--- src/rtl/led_matrix_defs.sv ---
// Shared field positions, matrix size and scan-state encoding for the LED matrix receiver.
// No backpressure anywhere in this path: every pixel word is consumed on arrival.
package led_matrix_defs;

  localparam int MATRIX_DIM = 16;
  localparam int RED_BIT    = 9;
  localparam int GRN_BIT    = 8;
  localparam int Y_MSB      = 7;
  localparam int Y_LSB      = 4;
  localparam int X_MSB      = 3;
  localparam int X_LSB      = 0;

  typedef enum logic [1:0] {
    ST_RESET_IDLE = 2'd0,
    ST_BLANK      = 2'd1,
    ST_DRIVE      = 2'd2
  } scan_state_t;

  function automatic logic [8:0] popcount256(input logic [MATRIX_DIM*MATRIX_DIM-1:0] v);
    logic [8:0] n;
    n = '0;
    for (int i = 0; i < MATRIX_DIM*MATRIX_DIM; i++) begin
      n = n + {8'd0, v[i]};
    end
    return n;
  endfunction

endpackage

--- src/rtl/led_scan_timer.sv ---
// Row scan sequencer: one idle cycle after reset, then BLANK/DRIVE per row, rows 0..15 cyclically.
// All outputs come from registers; frame_start is high for the first BLANK cycle of row 0.
module led_scan_timer
  import led_matrix_defs::*;
#(
  parameter logic [15:0] ROW_CYCLES   = 16'd2000,
  parameter logic [15:0] BLANK_CYCLES = 16'd100
) (
  input  logic       i_clk,
  input  logic       i_rst_n,
  output logic [3:0] o_row,
  output logic       o_drive_en,
  output logic       o_frame_start
);

  localparam logic [15:0] BLANK_LAST = BLANK_CYCLES - 16'd1;
  localparam logic [15:0] DRIVE_LAST = ROW_CYCLES - BLANK_CYCLES - 16'd1;

  scan_state_t r_state;
  logic [15:0] r_cnt;
  logic [3:0]  r_row;
  logic        r_frame_start;

  always_ff @(posedge i_clk or negedge i_rst_n) begin
    if (!i_rst_n) begin
      r_state       <= ST_RESET_IDLE;
      r_cnt         <= '0;
      r_row         <= '0;
      r_frame_start <= 1'b0;
    end else begin
      r_frame_start <= 1'b0;
      case (r_state)
        ST_RESET_IDLE: begin
          r_state       <= ST_BLANK;
          r_cnt         <= '0;
          r_row         <= '0;
          r_frame_start <= 1'b1;
        end
        ST_BLANK: begin
          if (r_cnt == BLANK_LAST) begin
            r_state <= ST_DRIVE;
            r_cnt   <= '0;
          end else begin
            r_cnt <= r_cnt + 16'd1;
          end
        end
        ST_DRIVE: begin
          if (r_cnt == DRIVE_LAST) begin
            r_state       <= ST_BLANK;
            r_cnt         <= '0;
            r_row         <= r_row + 4'd1;
            // Wrapping from the last row back to row 0 starts a new frame.
            r_frame_start <= (r_row == 4'(MATRIX_DIM - 1));
          end else begin
            r_cnt <= r_cnt + 16'd1;
          end
        end
        default: begin
          r_state <= ST_RESET_IDLE;
          r_cnt   <= '0;
        end
      endcase
    end
  end

  assign o_row         = r_row;
  assign o_drive_en    = (r_state == ST_DRIVE);
  assign o_frame_start = r_frame_start;

endmodule

--- src/rtl/led_matrix_scan_rx.sv ---
// Collects one sender cycle of pixel words into a frame and scans it out row by row on a 16x16 bicolour matrix.
// LEDIN is registered then written 1 clk later; all matrix outputs are registered; no backpressure.
module led_matrix_scan_rx
  import led_matrix_defs::*;
#(
  parameter logic [21:0] WINDOW_CYCLES = 22'd256128,
  parameter logic [15:0] ROW_CYCLES    = 16'd2000,
  parameter logic [15:0] BLANK_CYCLES  = 16'd100
) (
  input  logic                  CLK,
  input  logic                  RSTn,
  input  logic [9:0]            LEDIN,
  output logic [MATRIX_DIM-1:0] ROW,
  output logic [MATRIX_DIM-1:0] COLR,
  output logic [MATRIX_DIM-1:0] COLG,
  output logic                  FRAME_TICK,
  output logic [8:0]            PIX_CNT
);

  logic [9:0]  r_word;
  logic [21:0] r_win;

  logic [MATRIX_DIM-1:0][MATRIX_DIM-1:0] r_wr_red,  r_wr_grn;
  logic [MATRIX_DIM-1:0][MATRIX_DIM-1:0] r_rdy_red, r_rdy_grn;
  logic [MATRIX_DIM-1:0][MATRIX_DIM-1:0] r_dsp_red, r_dsp_grn;

  logic                               w_red;
  logic                               w_grn;
  logic [3:0]                         w_y;
  logic [3:0]                         w_x;
  logic                               w_wrap;
  logic [MATRIX_DIM*MATRIX_DIM-1:0]   w_lit;
  logic [8:0]                         w_pix;
  logic [3:0]                         w_row;
  logic                               w_drive_en;
  logic                               w_frame_start;

  assign w_red  = r_word[RED_BIT];
  assign w_grn  = r_word[GRN_BIT];
  assign w_y    = r_word[Y_MSB:Y_LSB];
  assign w_x    = r_word[X_MSB:X_LSB];
  assign w_wrap = (r_win == WINDOW_CYCLES - 22'd1);
  assign w_lit  = r_wr_red | r_wr_grn;
  assign w_pix  = popcount256(w_lit);

  led_scan_timer #(
    .ROW_CYCLES   (ROW_CYCLES),
    .BLANK_CYCLES (BLANK_CYCLES)
  ) u_timer (
    .i_clk         (CLK),
    .i_rst_n       (RSTn),
    .o_row         (w_row),
    .o_drive_en    (w_drive_en),
    .o_frame_start (w_frame_start)
  );

  always_ff @(posedge CLK or negedge RSTn) begin
    if (!RSTn) begin
      r_word    <= '0;
      r_win     <= '0;
      r_wr_red  <= '0;
      r_wr_grn  <= '0;
      r_rdy_red <= '0;
      r_rdy_grn <= '0;
      r_dsp_red <= '0;
      r_dsp_grn <= '0;
      PIX_CNT   <= '0;
    end else begin
      r_word <= LEDIN;
      if (w_wrap) begin
        r_win     <= '0;
        r_rdy_red <= r_wr_red;
        r_rdy_grn <= r_wr_grn;
        r_wr_red  <= '0;
        r_wr_grn  <= '0;
        PIX_CNT   <= w_pix;
      end else begin
        r_win <= r_win + 22'd1;
      end
      // Placed after the wrap clear so a word landing on the wrap cycle seeds the new window.
      if (w_red) r_wr_red[w_y][w_x] <= 1'b1;
      if (w_grn) r_wr_grn[w_y][w_x] <= 1'b1;
      if (w_frame_start) begin
        r_dsp_red <= r_rdy_red;
        r_dsp_grn <= r_rdy_grn;
      end
    end
  end

  always_ff @(posedge CLK or negedge RSTn) begin
    if (!RSTn) begin
      ROW        <= '0;
      COLR       <= '0;
      COLG       <= '0;
      FRAME_TICK <= 1'b0;
    end else begin
      ROW        <= w_drive_en ? ({{(MATRIX_DIM-1){1'b0}}, 1'b1} << w_row) : '0;
      COLR       <= w_drive_en ? r_dsp_red[w_row] : '0;
      COLG       <= w_drive_en ? r_dsp_grn[w_row] : '0;
      FRAME_TICK <= w_frame_start;
    end
  end

endmodule

--- config.mk ---
export PLATFORM = sky130hd
export DESIGN_NAME = led_matrix_scan_rx
export DESIGN_NICKNAME = d
export VERILOG_FILES = /design/src/rtl/led_matrix_defs.sv /design/src/rtl/led_scan_timer.sv /design/src/rtl/led_matrix_scan_rx.sv
export SDC_FILE = /design/constraint.sdc
export NUM_CORES = 2
export LEC_CHECK = 0
export ABC_AREA = 1
export CORE_MARGIN = 2
export CORE_UTILIZATION = 50
export DETAILED_ROUTE_END_ITERATION = 16
export GPL_TIMING_DRIVEN = 0
export MAX_ROUTING_LAYER = met4
export PLACE_DENSITY = 0.66
export SLEW_MARGIN = 40
export SYNTH_ARGS = -nofsm -noshare
export SYNTH_HDL_FRONTEND = slang
export SYNTH_SLANG_ARGS = --single-unit
--- constraint.sdc ---
create_clock -name CLK -period 23.2 [get_ports CLK]
set_clock_uncertainty 0.1 [all_clocks]
set_input_delay 4.64 -clock CLK [delete_from_list [all_inputs] [get_ports CLK]]
set_output_delay 4.64 -clock CLK [all_outputs]
set_load 0.005 [all_outputs]
# Word level (Yosys, flattened, before mapping)
# Cells that the tools add are included.
op_classes:
  addsub: 258
  n_lt_le_gt_ge: 5
  n_eq_ne: 8
  shifts: 1
  n_mux: 26
  n_bitwise: 3
  n_reduce_logical: 6
ops:
  columns: ["op", "count"]
  rows:
  - ["9-bit by 1-bit adder with 9-bit output", 247]
  - ["256-bit 2-to-1 mux", 4]
  - ["256-bit OR", 3]
  - ["16-bit binary-select mux with 4-bit select", 2]
  - ["16-bit 2-to-1 mux", 8]
  - ["16-bit demux with 4-bit select", 1]
  - ["16-bit one-hot mux with 2 select lines", 1]
  - ["22-bit by 1-bit adder with 22-bit output (second input constant)", 1]
  - ["22-bit by 18-bit == test with 1-bit output (second input constant)", 1]
  - ["22-bit 2-to-1 mux", 1]
  - ["16-bit by 1-bit adder with 16-bit output (second input constant)", 1]
  - ["16-bit by 11-bit == test with 1-bit output (second input constant)", 1]
  - ["16-bit by 7-bit == test with 1-bit output (second input constant)", 1]
  - ["1-bit by 4-bit << shifter with 16-bit output (first input constant)", 1]
  - ["4-bit by 5-bit less-than comparator with 1-bit output (second input constant)", 3]
  - ["8-bit by 1-bit adder with 9-bit output", 1]
  - ["7-bit by 1-bit adder with 8-bit output", 1]
  - ["4-bit by 1-bit >= comparator with 1-bit output (second input constant)", 2]
  - ["4-bit one-hot mux with 2 select lines", 1]
  - ["6-bit by 1-bit adder with 7-bit output", 1]
  - ["5-bit by 1-bit adder with 6-bit output", 1]
  - ["2-bit one-hot mux with 3 select lines", 1]
  - ["4-bit by 1-bit adder with 5-bit output", 1]
  - ["3-bit by 1-bit adder with 4-bit output", 1]
  - ["16 further kinds", 21]
totals:
  ff_bits: 1649
  in_bits: 12
  output_inout_bits: 58
  elab_cells: 414

# Longest topological paths before layout
depth:
  word_depth: 256
  depth_mapped: 32
  mapped_depth_nobuf: 32

# Modules after synthesis
# From an unflattened synthesis, not the netlist that was laid out.
hier_totals:
  cells_unflattened: 7638
  hier_area_um2: 73696.9
modules_own_cells:
  columns: ["module", "n_inst", "cells_each", "area_per_inst_um2", "seq_area_each_um2"]
  rows:
  - ["led_matrix_scan_rx", 1, 7466, 72376.9, 40689.0]
  - ["led_scan_timer", 1, 172, 1320.0, 575.6]

# Worst setup path after synthesis
# No wires, ideal clock.
synth_path:
  kind: "reg2reg"
  start: "register r_wr_red[189] in the netlist's numbering"
  end: "register PIX_CNT[6]"
  setup_ns: 0.116
  t_arrival_ns: 7.436
  required_time_ns: 22.984
  slack_ns: 15.548
  path_stages_with_launch: 33
  path_buffers: 0
  synth_period_minus_slack_ns: 7.652
  path_cell_list: "dfrtp_1 -> inv_1 -> nand2_1 -> fa_1 -> inv_1 -> fa_1 -> fa_1 -> inv_1 -> fa_1 -> inv_1 -> fa_1 -> inv_1 -> fa_1 -> inv_1 -> fa_1 -> fa_1 -> inv_1 -> fa_1 -> inv_1 -> fa_1 -> inv_1 -> fa_1 -> ha_1 -> inv_1 -> fa_1 -> inv_1 -> nand3_1 -> nand2_1 -> nand2_1 -> nand2_1 -> nand2_1 -> nand3_1 -> nand2_1"
synth_via:
  elab_chain_cells: 68
synth_rtl:
  columns: ["element", "line", "rtl"]
  rows:
  - ["from (decl)", "led_matrix_scan_rx.sv:23", "logic [MATRIX_DIM-1:0][MATRIX_DIM-1:0] r_wr_red, r_wr_grn;"]
  - ["from (signal assigned)", "led_matrix_scan_rx.sv:61", "r_wr_red <= '0;"]
  - ["from (signal assigned)", "led_matrix_scan_rx.sv:74", "r_wr_red <= '0;"]
  - ["from (signal, indexed assignment)", "led_matrix_scan_rx.sv:81", "if (w_red) r_wr_red[w_y][w_x] <= 1'b1;"]
  - ["256-bit OR", "led_matrix_scan_rx.sv:43", "assign w_lit = r_wr_red | r_wr_grn;"]
  - ["9-bit by 1-bit adder with 9-bit output (67 in series)", "led_matrix_defs.sv:23", "n = n + {8'd0, v[i]};"]
  - ["to (signal assigned)", "led_matrix_scan_rx.sv:76", "PIX_CNT <= w_pix;"]
  - ["to (decl)", "led_matrix_scan_rx.sv:17", "output logic [8:0] PIX_CNT"]
# No other way between the ends.
# A chain may end at the register's enable or synchronous reset.

# Worst setup path after layout
layout_path:
  start: "register r_wr_grn[175] in the netlist's numbering"
  end: "register PIX_CNT[6]"
layout_via:
  elab_chain_cells: 82
layout_rtl:
  columns: ["element", "line", "rtl"]
  rows:
  - ["from (decl)", "led_matrix_scan_rx.sv:23", null]
  - ["from (signal assigned)", "led_matrix_scan_rx.sv:62", "r_wr_grn <= '0;"]
  - ["from (signal assigned)", "led_matrix_scan_rx.sv:75", "r_wr_grn <= '0;"]
  - ["from (signal, indexed assignment)", "led_matrix_scan_rx.sv:82", "if (w_grn) r_wr_grn[w_y][w_x] <= 1'b1;"]
  - ["256-bit OR", "led_matrix_scan_rx.sv:43", null]
  - ["9-bit by 1-bit adder with 9-bit output (81 in series)", "led_matrix_defs.sv:23", null]
# No other way between the ends.

==> metrics.txt <==
status=finished, final reports clean; post-synth cell types=34; drt first pass iters=6; GP Congestion=1.12; Critical Path End Type=flop; Slew @ Worst Pin=1.00 ns; CP max FO=3; highest-count cells in the layout ignoring fill and taps=nand2_1 (2,792), dfrtp_1 (1,649), inv_1 (1,203); maximum number of pins on one net before global-route repair=117; CTS Root Cell=clkbuf_16; first-pass GRT wire length=426,000 microns; min-delay src=u_timer.o_frame_start$_DFF_PN0_; initial antenna violation count=17; cts repair resizes=0; total CTS buffers=175; vias in the first global route=59,700; Crit path largest cell delay=0.69 ns; DR vias=62,200; fin nets=8,908; # DRC=0; Worst EP arrival=9.57 ns; Worst Hold Class=flop to flop; syn nets=8,625; slowest cell on the critical path=fa_1; fmax=0.112 GHz; Final ANT Viol Nets=0; TritonCTS Sinks=1,649; Startpoint Class=flop; CTS tree=yes; full die area=153,000 sq um; setup bufs post-CTS=0; chip width=391 microns; Clock Path Buffers=3; Avg Inst Size Synth=9.00 sq um; predominant post-synthesis flop cell=dfrtp_1; CP dominant cell by count=fa_1; Reg2Reg Depth=32; final WL=302,000 microns; Max-Cap Viols=0; setup TNS=0 ns; area leader, netlist=dfrtp_1; Initial DRC Count=8,405; synth warn=0; clock latency at the later pin of the worst-skew pair=0.86 ns; Yosys top cell area share=55.1%; Synth area leaders=dfrtp_1 (55%), nand2_1 (14%), fa_1 (6.5%); RSZ-0062 raised after global routing=false; crit path buf inv count=11; fin crit share=38.6%; routed len/inst=28.3 microns; Mapped Cells=8,320; CTS H-tree depth=4; max-slew violations=0; Vias/cell=5.82; worst r2r src=r_wr_grn[175]$_DFF_PN0_; Async S/R FF share, synth=100%; critical path class=flop to flop; slew margin rel.=33.2%; GRT Total Usage=40.9%; die height=391 microns; Post-synth EDFFs=0; FP Rows=141; Worst Path Required=23.81 ns; CP top delay family=adder cells; FF+latch count, synth=1,649; commonest non-fill, non-tap cell in the layout=nand2_1; PortBufs=69; sequential cell area fraction in the yosys report=55.1%; minimum clock period=8.96 ns; CTS Hold Bufs=0; CORE AREA=148,000 sq um; Initial Util=50.5%; Min-Delay Path Depth=0; DP HPWL=233,000 microns; grt total ovfl=0; setup violators final=0; Syn Std Cell Area=74,900 sq um; clk slew on worst S/H paths=0.06 ns; Hold Path End=FRAME_TICK$_DFF_PN0_; Fin. Hold Viols=0; area grow syn2layout=13.8%; R2R Setup Slk=14.24 ns; share of layout cells above drive strength 1=8.51%; R2R Path End=PIX_CNT[6]$_DFFE_PN0P_; IO Pins=70
## per-stage QoR
stage	utilization, %	hold WS (ns)	instance area, sq um	worst slack, ns	cells
3_5_place_dp	53.4	0.323	79100	14.54	10400
3_3_place_gp	52.6	0.318	78000	-57.79	10300
6_report	57.5	0.352	85200	14.24	10700
5_1_grt	57.5	0.381	85200	13.96	10700
4_1_cts	57.4	0.360	85100	14.39	10700
2_1_floorplan	-	0.249	74900	15.55	8320
## state kept, by name, indices dropped and copies added (netlist names), 4 cells and up
signal,flops
r_word,10
r_dsp_red,256
r_wr_red,256
ROW,16
u_timer.o_row,4
r_wr_grn,256
COLG,16
r_dsp_grn,256
r_rdy_red,256
u_timer.r_cnt,16
r_rdy_grn,256
r_win,22
COLR,16
PIX_CNT,9
## worst max path at each step
stage                                  from                          to  slack [ns]  depth (start not counted)
floorplan           r_wr_red[189]$_DFF_PN0_      PIX_CNT[6]$_DFFE_PN0P_       15.55                         32
global placement                       RSTn  r_dsp_red[189]$_DFFE_PN0P_      -57.79                          1
detailed placement  r_wr_grn[189]$_DFF_PN0_      PIX_CNT[6]$_DFFE_PN0P_       14.54                         32
CTS                 r_wr_grn[189]$_DFF_PN0_      PIX_CNT[6]$_DFFE_PN0P_       14.39                         32
global route        r_wr_grn[189]$_DFF_PN0_      PIX_CNT[6]$_DFFE_PN0P_       13.96                         32
finish              r_wr_grn[175]$_DFF_PN0_      PIX_CNT[6]$_DFFE_PN0P_       14.24                         32
## cell usage after synthesis (2+ instances only)
cell	n
o21ai_0	498
nor3_1	7
nand2_2	2
buf_4	29
dfrtp_1	1649
nand3b_1	3
clkinv_1	2
a21oi_1	120
xor2_1	16
buf_6	15
xnor2_1	5
inv_2	3
nand2_1	2792
clkbuf_1	237
o21bai_1	5
inv_1	1203
ha_1	51
fa_1	242
nand3_1	350
o22ai_1	513
nor2_4	2
a31oi_1	2
o211ai_1	25
buf_1	22
nand4_1	9
buf_2	163
nor2_1	223
mux2_2	126
## cell type report
| class | count | area (sq um) |
|---|---|---|
| clock buffers | 258 | 5180 |
| diodes | 13 | 32.5 |
| flip-flops and latches | 1649 | 41300 |
| inverters | 1208 | 4530 |
| repair buffers | 106 | 1620 |
| well taps | 1930 | 2410 |
| plain buffers | 466 | 2260 |
| clock inverters | 59 | 877 |
| fillers | 13300 | 63000 |
| multi-input cells | 4997 | 27000 |
## cell families (layout without fill, tap and decap cells)
family / count (synthesis) / count (layout) / synth area share [%]
compound gates: 1164 / 1164 / 8.75
xor+xnor: 21 / 21 / 0.246
fa+ha+maj: 293 / 293 / 7.32
buf+inv: 1674 / 2097 / 8.96
flops: 1649 / 1649 / 55.1
mux: 126 / 126 / 1.90
other cells: 0 / 13 / 0
simple gates: 3393 / 3393 / 17.7
## layer usage
| metal | global-route usage (%) | vias up | wire (microns) | part of all wire [%] |
|---|---|---|---|---|
| met5 | - | - | 0 | 0 |
| li1 | - | 26600 | - | - |
| met3 | 13.4 | 785 | 38900 | 13 |
| met4 | 21.3 | 0 | 19400 | 6.4 |
| met2 | 56.2 | 3660 | 126000 | 42 |
| met1 | 54.1 | 31200 | 118000 | 39 |
Power is left out: the tool's default activity adds up to more than one toggle a clock period on the data nets, which glitch-free logic cannot reach.
